==> config.mk <==
export PLATFORM = sky130hd
export DESIGN_NAME = if_prefetch_stage
export DESIGN_NICKNAME = d
export VERILOG_FILES = /design/src/rtl/if_prefetch_stage.sv
export SDC_FILE = /design/constraint.sdc
export NUM_CORES = 1
export LEC_CHECK = 0
export ABC_AREA = 1
export BUFFER_PORTS_ARGS = -buffer_cell sky130_fd_sc_hd__clkbuf_2
export CAP_MARGIN = 0
export CORE_MARGIN = 1
export CORE_UTILIZATION = 45
export CTS_CLUSTER_SIZE = 8
export DETAILED_ROUTE_END_ITERATION = 10
export SLEW_MARGIN = 20
export SYNTH_ARGS = -nofsm -noshare
export SYNTH_HDL_FRONTEND = slang
export SYNTH_SLANG_ARGS = --single-unit
==> constraint.sdc <==
create_clock -name clk -period 14.58 [get_ports clk]
set_clock_uncertainty 0.15 [all_clocks]
set_input_delay 0 -clock clk [delete_from_list [all_inputs] [get_ports clk]]
set_output_delay 0 -clock clk [all_outputs]
set_load 0.1 [all_outputs]
==> src/rtl/if_prefetch_stage.sv <==
// Instruction-fetch stage with a decoupling prefetch FIFO.
// Sequential fetch addresses go out on a split request/response memory
// port, with up to MAX_OUT requests in flight. Returned instructions are
// queued in a DEPTH-entry FIFO that the ID stage drains under freeze.
// A taken branch flushes the FIFO, redirects fetch, and marks every
// still-pending request so that its response is discarded on return.
//
// Handshakes:
//   imem: a request is accepted in a cycle where imem_req & imem_gnt;
//         imem_addr is only meaningful in that cycle. Responses return
//         in request order, one per imem_rvalid pulse. An rvalid while
//         nothing is outstanding is ignored.
//   ID:   the head entry is consumed in a cycle where Ins_valid & ~freeze.
module if_prefetch_stage #(
    parameter int                ADDR_W   = 32,
    parameter int                INS_W    = 32,
    parameter int                PC_STEP  = 4,
    parameter logic [ADDR_W-1:0] RESET_PC = '0,
    parameter int                DEPTH    = 4,
    parameter int                MAX_OUT  = 2
) (
    input  logic              clk,
    input  logic              rst_n,
    input  logic              freeze,
    input  logic              Branch_taken,
    input  logic [ADDR_W-1:0] Branch_Address,
    output logic              imem_req,
    output logic [ADDR_W-1:0] imem_addr,
    input  logic              imem_gnt,
    input  logic              imem_rvalid,
    input  logic [INS_W-1:0]  imem_rdata,
    output logic              Ins_valid,
    output logic [ADDR_W-1:0] PC_ID_Stage_Reg,
    output logic [INS_W-1:0]  Ins
);

    // Pointer width and a counter width wide enough to hold
    // count + live outstanding (at most DEPTH + MAX_OUT <= 2*DEPTH).
    localparam int PW = $clog2(DEPTH);
    localparam int CW = $clog2(DEPTH + 1) + 1;

    localparam logic [CW-1:0]     DEPTH_C = CW'(DEPTH);
    localparam logic [CW-1:0]     MAXO_C  = CW'(MAX_OUT);
    localparam logic [ADDR_W-1:0] STEP_C  = ADDR_W'(PC_STEP);

    // Architectural state
    logic [ADDR_W-1:0] r_fpc;        // next address to request
    logic [ADDR_W-1:0] r_epc;        // address of the next accepted response
    logic [CW-1:0]     r_count;      // FIFO occupancy
    logic [CW-1:0]     r_out_cnt;    // requests accepted, response not yet seen
    logic [CW-1:0]     r_drop_cnt;   // outstanding responses to discard
    logic [PW-1:0]     r_wr_ptr;
    logic [PW-1:0]     r_rd_ptr;

    // FIFO storage; each entry holds the PC of the following instruction
    // alongside the instruction word.
    logic [ADDR_W-1:0] r_pc_mem  [DEPTH];
    logic [INS_W-1:0]  r_ins_mem [DEPTH];

    logic [CW-1:0] w_live;
    logic          w_credit_ok;
    logic          w_req;
    logic          w_accept;
    logic          w_resp;
    logic          w_push;
    logic          w_pop;

    // Requests still owed to the FIFO (stale ones are excluded); a new
    // request is only issued if its response is guaranteed a FIFO slot.
    assign w_live      = r_out_cnt - r_drop_cnt;
    assign w_credit_ok = (r_count + w_live) < DEPTH_C;
    assign w_req       = rst_n & ~Branch_taken & (r_out_cnt < MAXO_C) & w_credit_ok;
    assign w_accept    = w_req & imem_gnt;

    // A response only counts when something is outstanding; it is kept
    // unless it belongs to a pre-branch request or a branch is happening now.
    assign w_resp = imem_rvalid & (r_out_cnt != '0);
    assign w_push = w_resp & (r_drop_cnt == '0) & ~Branch_taken;
    assign w_pop  = (r_count != '0) & ~freeze & ~Branch_taken;

    assign imem_req  = w_req;
    assign imem_addr = r_fpc;

    // Head of the FIFO, forced to zero when empty
    assign Ins_valid       = (r_count != '0);
    assign PC_ID_Stage_Reg = Ins_valid ? r_pc_mem[r_rd_ptr]  : '0;
    assign Ins             = Ins_valid ? r_ins_mem[r_rd_ptr] : '0;

    // Control state: branch redirect has priority over all other updates
    always_ff @(posedge clk or negedge rst_n) begin
        if (!rst_n) begin
            r_fpc      <= RESET_PC;
            r_epc      <= RESET_PC;
            r_count    <= '0;
            r_out_cnt  <= '0;
            r_drop_cnt <= '0;
            r_wr_ptr   <= '0;
            r_rd_ptr   <= '0;
        end else if (Branch_taken) begin
            // No request can be accepted this cycle, so everything still
            // outstanding after this cycle's response is stale.
            r_fpc      <= Branch_Address;
            r_epc      <= Branch_Address;
            r_count    <= '0;
            r_wr_ptr   <= '0;
            r_rd_ptr   <= '0;
            r_out_cnt  <= r_out_cnt - CW'(w_resp);
            r_drop_cnt <= r_out_cnt - CW'(w_resp);
        end else begin
            if (w_accept) begin
                r_fpc <= r_fpc + STEP_C;
            end
            if (w_push) begin
                r_epc    <= r_epc + STEP_C;
                r_wr_ptr <= r_wr_ptr + PW'(1);
            end
            if (w_pop) begin
                r_rd_ptr <= r_rd_ptr + PW'(1);
            end
            if (w_resp && (r_drop_cnt != '0)) begin
                r_drop_cnt <= r_drop_cnt - CW'(1);
            end
            r_count   <= r_count + CW'(w_push) - CW'(w_pop);
            r_out_cnt <= r_out_cnt + CW'(w_accept) - CW'(w_resp);
        end
    end

    // FIFO write port; contents need no reset because occupancy gates reads
    always_ff @(posedge clk) begin
        if (w_push) begin
            r_pc_mem[r_wr_ptr]  <= r_epc + STEP_C;
            r_ins_mem[r_wr_ptr] <= imem_rdata;
        end
    end

endmodule

==> results of run 1 <==
==> per-stage QoR <==
stage                     instances  setup WS, ns
final                          2405         10.16
after global routing           2405          9.88
after CTS                      2405         10.18
after detailed placement       2245         10.20
after global placement         2245         10.31
after floorplan                1682          9.88
==> registers in the layout (all words and copies together) (netlist names) <==
register / flops
r_pc_mem: 128
r_ins_mem: 128
r_rd_ptr: 2
r_wr_ptr: 2
r_drop_cnt: 4
r_out_cnt: 4
imem_addr: 32
r_count: 4
r_epc: 32
==> worst reg2reg max path: stages, from the launching register on <==
cell,delay (ns)
dfrtp_1,0.42
inv_2,0.11
fa_1,0.51
inv_1,0.04
ha_1,0.30
nand3_1,0.10
nand2_1,0.06
nand2_1,0.05
nand2_1,0.05
nor2_1,0.14
nand4_2,0.81
ha_1,0.67
inv_1,0.06
ha_1,0.15
inv_1,0.06
fa_1,0.38
xnor2_1,0.15
o21ai_0,0.08
==> metal layers <==
layer	share of wire, %	track usage, %	up-vias
met5	0	0	-
met4	1.8	5.92	0
met3	6.0	3.00	57
met2	47	37.6	399
met1	45	32.3	5825
li1	-	-	6072
==> worst paths after layout <==
check | slack, ns | startpoint | end | depth (start not counted)
worst max-delay path | 10.16 | r_out_cnt[1] | r_out_cnt[2] | 17
worst min-delay path | 0.07 | imem_rdata[23] | r_ins_mem[3][23] | 2
worst max register to register | 10.16 | r_out_cnt[1] | r_out_cnt[2] | 17
worst min register to register | 0.35 | imem_addr[0] | imem_addr[0] | 2
max in group asynchronous | 12.94 | rst_n | r_rd_ptr[0] | 3
min in group asynchronous | 0.14 | rst_n | imem_addr[31] | 3
==> area by class of cell <==
class	instances	area, µm²
multi-input combinational	1164	5420
clock inverter	4	55.1
fill	3202	15400
tap	455	569
inverter	109	410
timing repair buffer	256	1690
sequential	336	9690
clock buffer	81	1340
==> kinds of logic after synthesis <==
group	Yosys count	synth area share (%)
AO/OA/AOI/OAI	257	8.46
XOR/XNOR	28	1.60
adder cells (fa/ha/maj)	28	2.41
buffers and inverters	182	4.62
flip-flops	336	61.3
AND/OR/NAND/NOR	851	21.6
==> power by group through the flow <==
stage | logic [W] | clock network [W] | registers (W)
5_1_grt | 0.00189 | 0.00108 | 0.00119
2_1_floorplan | 0.00135 | 0 | 0.00128
4_1_cts | 0.00178 | 0.00104 | 0.00118
6_report | 0.00177 | 0.00102 | 0.00119
3_3_place_gp | 0.00175 | 0 | 0.00120
3_5_place_dp | 0.00176 | 0 | 0.00120
==> cells in the final DEF, fill, tap and decap left out, types with 2 or more instances in the layout <==
master	count
nor2_2	5
nor3_1	5
nand4_1	4
or2_2	3
nand2_2	2
buf_4	15
o21ai_1	2
a31oi_1	5
clkbuf_1	32
clkbuf_2	166
nand3_1	80
edfxtp_1	256
dlygate4sd3_1	75
nand2_1	366
ha_1	24
inv_1	101
xnor2_1	7
nor2_1	368
a21oi_1	79
fa_1	4
inv_2	6
xor2_1	20
nor2_4	4
o22ai_1	8
nor3_2	3
clkbuf_16	48
o211ai_1	8
dfrtp_1	78
nand3b_1	7
inv_6	2
o21ai_0	152
==> timing repair <==
| item | CTS | global route |
|---|---|---|
| resized for setup | 0 | 0 |
| hold endpoints to repair | 285 | 0 |
| endpoints found under the setup margin | 0 | 0 |
| hold buffers | 75 | 0 |
==> summary.md, run 1 <==
| Metric | Value |
|---|---|
| Seq/Total Area, Yosys | `61.3%` |
| Critical Path RT | `roughly 15 ns` |
| Cts bufs inserted | `48` |
| Asr flop ratio synth | `a little under a quarter` |
| Syn Nets | `1780` |
| Netlist Area Pre-Place | `15800 µm²` |
| Synth cell count leaders | `373 x nor2_1, 366 x nand2_1, 256 x edfxtp_1, 152 x o21ai_0, 103 x inv_1` |
| Combinational power share | `between 40 and 50%` |
| Slowest-stage cell, CP | `nand4_2` |
| Layout cells sized above 1 | `13.7%` |
| Final Util | `55.5%` |
| Cell Int Power | `0.00203 W` |
| Area growth syn-to-layout | `21.3%` |
| Core Region | `34500 µm²` |
| Crit path cell chain | `inv_2, fa_1, inv_1, ha_1, nand3_1, nand2_1, nand2_1, nand2_1, nor2_1, nand4_2, ha_1, inv_1, ha_1, inv_1, fa_1, xnor2_1, o21ai_0` |
| Slew margin rel. | `28.7%` |
| Max FO, Critical Path | `32` |
| Placer Congestion | `0.926` |
| Die area | `around 36000 µm²` |
| Routed WL | `41.0 mm` |
| P_leak | `between 7 and 8 nW` |
| Largest net degree at the start of global routing | `89` |
| Overall power | `around 0.004 W` |
| Total grt overflow | `0` |
| Finished Cell Area | `19200 µm²` |
| Mean Syn Cell Area | `around 9.4 µm²` |
| Worst setup SP type | `flip-flop` |
| Clk_lat worst skew | `~0.55 ns` |
| VDD IR-drop max | `0.187 mV` |
| Num rows | `68` |
| Top-area cell type share of the netlist area | `between 40% and 50%` |
| CP Class | `reg -> reg` |
| Cells after synthesis | `1682` |
| Fmax | `226 MHz` |
| Yosys top cell by area | `edfxtp_1` |
| WP data arrival | `4.68 ns` |
| DR vias | `~12000` |
| DRC viols | `0` |
| Final Cycle Share | `30.3%` |
| Post-CTS Setup Repair Bufs | `0` |
| Clk root buf | `clkbuf_16` |
| Iter 0 DRT Violations | `between 700 and 800` |
| Height of the die | `189 µm` |
| Vias in the first global route | `12000` |
| Worst Setup End Kind | `flip-flop` |
| Total track usage | `between 20 and 25%` |
| RSZ-0062 raised after global routing | `no` |
| Count of final hold-check violations | `0` |
| Hold WC Path Type | `in -> reg` |
| CTS H-Tree Depth | `2` |
| WL/cell | `17.1 µm` |
| First-pass DRT Iterations | `5` |
| Clock Power Share | `25.7%` |
| Initial antenna violation count | `0` |
| Port bufs | `167` |
| # IOs | `168` |
| Slew at the pin closest to its max-slew limit | `~1.1 ns` |
| Post-DRT Antenna Nets | `0` |
| Vias per Instance | `5.14` |
| Starting Density | `between 40% and 50%` |
| Worst Path Buf+Inv | `4` |
| Crit-path max cell delay | `0.81 ns` |
| Die X | `approximately 190 µm` |
| PwrDens | `approximately 210 nW/µm²` |
| Final hold slack | `0.0664 ns` |
| Yosys reg bits | `336` |
| Run status | `complete, no violations` |
| CTS tree | `yes` |
| Flop pwr share | `29.8%` |
| Sw frac | `48.9%` |
| EDFF count, synth | `approximately 260` |
| Ant diodes | `0` |
| Final Setup Violations | `0` |
| Most frequent cell after synthesis | `nor2_1` |
| Period minus WS final | `4.42 ns` |
| Unique masters post-synth | `38` |
| Ranking of synthesized cells by area | `edfxtp_1 49%, dfrtp_1 13%, nor2_1 8.9%, nand2_1 8.7%, o21ai_0 4.8%` |
| Post-DP Area | `17000 µm²` |
| Psw | `0.00194 W` |
| # Max-Cap Violations | `0` |
| CTS clock-pin slew for the worst setup and hold paths | `0.05 ns` |
| Final Slew Violations | `0` |
| Hpwl dp | `24.8 mm` |
| Clk sinks | `336` |
| Final setup TNS | `0 ns` |
| Main synth FF type | `edfxtp_1` |
| First-pass GRT wire length | `64.6 mm` |
| Clock Path Buffers | `3` |
| Warnings, synthesis | `0` |
| Largest delay share family, worst path | `adder cells` |
| Nets | `2013` |
No activity file was read; power rests on OpenSTA's default activity.
==> inputs of run 2 (changes only) <==
--- a/config.mk
+++ b/config.mk
@@ -5,13 +5,14 @@
 export SDC_FILE = /design/constraint.sdc
 export NUM_CORES = 1
 export LEC_CHECK = 0
-export ABC_AREA = 1
+export ABC_AREA = 0
 export BUFFER_PORTS_ARGS = -buffer_cell sky130_fd_sc_hd__clkbuf_2
 export CAP_MARGIN = 0
 export CORE_MARGIN = 1
 export CORE_UTILIZATION = 45
 export CTS_CLUSTER_SIZE = 8
 export DETAILED_ROUTE_END_ITERATION = 10
+export PLACE_DENSITY = 0.66
 export SLEW_MARGIN = 20
 export SYNTH_ARGS = -nofsm -noshare
 export SYNTH_HDL_FRONTEND = slang
==> constraint.sdc (replaced) <==
create_clock -name clk -period 4 [get_ports clk]
set_clock_uncertainty 0.15 [all_clocks]
set_input_delay 0 -clock clk [delete_from_list [all_inputs] [get_ports clk]]
set_output_delay 0 -clock clk [all_outputs]
set_load 0.1 [all_outputs]
==> run 2 against run 1 <==
  * Critical path depth stayed put
  * Worst hold slack got worse by 0.0078 ns
  * Sequential share of layout area rose by 2.2 points
  * Sequential power increased to 3.5 times the previous value
  * Maximum frequency rose by 16%
  * Clock power increased to 3.5 times the previous value
  * Non-clock buffer count is 5 higher
  * Flip-flop and latch count stayed put
  * Global-route usage down 3.8 points
  * Critical endpoint unchanged
  * Largest cell class unchanged
==> summary.md, run 2 <==
| Metric | Value |
|---|---|
| Final Util | `56.5% (was 55.5%)` |
| Period minus WS final | `3.81 ns (was 4.42 ns)` |
| Nets | `1347 (was 2013)` |
| Unique masters post-synth | `54 (was 38)` |
| Final hold slack | `0.0586 ns (was 0.0664 ns)` |
| Finished Cell Area | `18400 µm² (was 19200 µm²)` |
| CP Class | `reg -> reg (unchanged)` |
| Iter 0 DRT Violations | `650 (was 768)` |
| Port bufs | `167 (unchanged)` |
| # IOs | `168 (unchanged)` |
| Most frequent cells in the layout | `256 x edfxtp_1, 166 x clkbuf_2, 78 x dfrtp_1 (was 368 x nor2_1, 366 x nand2_1, 256 x edfxtp_1)` |
| Biggest regs | `r_ins_mem: 128 flops, r_pc_mem: 128 flops (unchanged)` |
| DR vias | `8992 (was 12400)` |
| Critical Path RT | `4.25 ns (was 14.84 ns)` |
| Post-DP Area | `16300 µm² (was 17000 µm²)` |
| Commonest non-fill, non-tap cell in the layout | `edfxtp_1 (was nor2_1)` |
| Mean Syn Cell Area | `15.1 µm² (was 9.40 µm²)` |
| Height of the die | `184 µm (was 189 µm)` |
| Total grt overflow | `0 (unchanged)` |
| Reg2Reg Depth | `17 (unchanged)` |
| # Max-Cap Violations | `0 (unchanged)` |
| P_leak | `6.76 nW (was 7.81 nW)` |
| WHS Path Cells | `2 (unchanged)` |
| Cells after synthesis | `982 (was 1682)` |
| VDD IR-drop max | `0.426 mV (was 0.187 mV)` |
| R2R Path End | `r_out_cnt[2] (unchanged)` |
| Worst r2r src | `r_count[1] (was r_out_cnt[1])` |
| Yosys reg bits | `336 (unchanged)` |
| Total track usage | `19.1% (was 23.0%)` |
| Clock Path Buffers | `3 (unchanged)` |
| CTS H-Tree Depth | `2 (unchanged)` |
| CTS clock-pin slew for the worst setup and hold paths | `0.05 ns (about the same)` |
| Largest net degree at the start of global routing | `70 (was 89)` |
| Initial antenna violation count | `0 (unchanged)` |
| DRC viols | `0 (unchanged)` |
| Setup ws final | `0.187 ns (was 10.16 ns)` |
| Yosys top cell by area | `edfxtp_1 (unchanged)` |
| Die X | `184 µm (was 189 µm)` |
| Clk sinks | `336 (unchanged)` |
| Die area | `33700 µm² (was 35900 µm²)` |
| Layout cells sized above 1 | `26.7% (was 13.7%)` |
| First-pass GRT wire length | `49.9 mm (was 64.6 mm)` |
| Final Slew Violations | `0 (unchanged)` |
| Hold wc startpoint | `imem_rdata[25] (was imem_rdata[23])` |
| Cts bufs inserted | `48 (unchanged)` |
| Run status | `complete, no violations (unchanged)` |
| RSZ-0062 raised after global routing | `no (unchanged)` |
| EDFF count, synth | `256 (unchanged)` |
| Most frequent cell after synthesis | `edfxtp_1 (was nor2_1)` |
| WL/cell | `18.5 µm (was 17.1 µm)` |
| Final Cycle Share | `95.3% (was 30.3%)` |
| Vias in the first global route | `9106 (was 12000)` |
| Main synth FF type | `edfxtp_1 (unchanged)` |
| Core Region | `32500 µm² (was 34500 µm²)` |
| Synth cell count leaders | `256 x edfxtp_1, 80 x dfrtp_1, 66 x nor2b_1, 64 x mux4_2, 50 x xnor2_1 (was 373 x nor2_1, 366 x nand2_1, 256 x edfxtp_1, 152 x o21ai_0, 103 x inv_1)` |
| Hold path endpoint | `r_ins_mem[3][25] (was r_ins_mem[3][23])` |
| Netlist Area Pre-Place | `14900 µm² (was 15800 µm²)` |
| Ant diodes | `0 (unchanged)` |
| Syn Nets | `1080 (was 1780)` |
| Worst Setup End Kind | `flip-flop (unchanged)` |
| Warnings, synthesis | `0 (unchanged)` |
| Post-DRT Antenna Nets | `0 (unchanged)` |
| Worst setup SP type | `flip-flop (unchanged)` |
| Placer Congestion | `0.846 (was 0.926)` |
| Clk root buf | `clkbuf_16 (unchanged)` |
| Seq/Total Area, Yosys | `65.2% (was 61.3%)` |
| Max FO, Critical Path | `7 (was 32)` |
| Slew margin rel. | `46.0% (was 28.7%)` |
| Slew at the pin closest to its max-slew limit | `0.810 ns (was 1.07 ns)` |
| Routed WL | `31.5 mm (was 41.0 mm)` |
| Starting Density | `45.7% (was 45.8%)` |
| Vias per Instance | `5.27 (was 5.14)` |
| Hpwl dp | `19.7 mm (was 24.8 mm)` |
| CTS tree | `yes (unchanged)` |
| WP data arrival | `4.07 ns (was 4.68 ns)` |
| PwrDens | `725 nW/µm² (was 207 nW/µm²)` |
| Final setup TNS | `0 ns (unchanged)` |
| Num rows | `66 (was 68)` |
| Clk_lat worst skew | `0.54 ns (was 0.55 ns)` |
| Fmax | `262 MHz (was 226 MHz)` |
| Setup slack, reg-to-reg | `0.19 ns (was 10.16 ns)` |
| Ranking of synthesized cells by area | `edfxtp_1 52%, dfrtp_1 13%, mux4_2 9.7%, xnor2_1 2.9%, nor2b_1 2.8% (was edfxtp_1 49%, dfrtp_1 13%, nor2_1 8.9%, nand2_1 8.7%, o21ai_0 4.8%)` |
| Count of final hold-check violations | `0 (unchanged)` |
| Place WS | `0.160 ns (was 10.20 ns)` |
| Area growth syn-to-layout | `23.8% (was 21.3%)` |
| Top-area cell type share of the netlist area | `51.8% (was 48.6%)` |
| First-pass DRT Iterations | `4 (was 5)` |
| Asr flop ratio synth | `23.8% (unchanged)` |
| Hold WC Path Type | `in -> reg (unchanged)` |
| Final Setup Violations | `0 (unchanged)` |
==> run 2: timing repair <==
action / CTS / global route
resized for setup: 0 / 1
buffers inserted: 0 / 1
hold buffers: 73 / 0
hold endpoints to repair: 284 / 0
endpoints found under the setup margin: 0 / 1
==> run 2: final cells by class <==
cell class	count	area, µm²
clock buffers	60	1250
multi-input cells	561	4840
repair buffers	261	1850
flip-flops and latches	336	9690
inverters	41	154
well taps	442	553
clock inverters	4	53.8
fillers	2652	14100
==> run 2: metrics by stage <==
step / cells / power [W]
floorplan: 982 / 0.00886
global placement: 1567 / 0.00978
detailed placement: 1567 / 0.00984
CTS: 1704 / 0.0135
global route: 1705 / 0.0139
finish: 1705 / 0.0133
==> run 2: routing by layer <==
layer / up-vias / GRT usage [%] / part of all wire [%]
met3: 48 / 3.98 / 5.9
met4: 0 / 5.53 / 1.8
met1: 4476 / 26.8 / 45
met5: - / 0 / 0
li1: 4204 / - / -
met2: 264 / 30.1 / 47
==> run 2: worst max-delay path, stage by stage (launching register included) <==
cell and delay, ns:
dfrtp_1 0.39, inv_2 0.08, fa_1 0.54, inv_1 0.05
ha_1 0.27, and3b_1 0.17, or3_1 0.32, o22ai_2 0.20
and2_1 0.20, inv_2 0.08, ha_1 0.27, inv_1 0.06
ha_1 0.16, inv_1 0.06, fa_1 0.38, xor2_1 0.17
nor2_1 0.08, a21oi_1 0.05
==> run 2: worst max path at each step <==
stage	startpoint	to	slack, ns	cells past startpoint
global route	r_count[1]	r_out_cnt[2]	0.02	17
CTS	r_count[1]	r_out_cnt[2]	0.13	17
floorplan	r_drop_cnt[0]	r_ins_mem[0][0]	0.25	7
finish	r_count[1]	r_out_cnt[2]	0.19	17
detailed placement	r_count[1]	r_out_cnt[2]	0.16	17
global placement	r_count[1]	r_out_cnt[2]	0.25	17
==> run 2: power by group <==
group,total (W),internal [W],switching (W)
combinational,0.00561,0.00135,0.00426
clock,0.00354,0.00216,0.00139
sequential,0.00418,0.00396,0.000219
total,0.0133,0.00746,0.00587
==> run 2: kinds of logic after synthesis <==
group	Yosys count	share of synthesized area, %
XOR/XNOR	77	4.64
multiplexers	85	11.2
adder cells (fa/ha/maj)	28	2.56
flip-flops	336	65.2
AND/OR/NAND/NOR	287	10.6
AO/OA/AOI/OAI	84	3.51
buffers and inverters	85	2.23
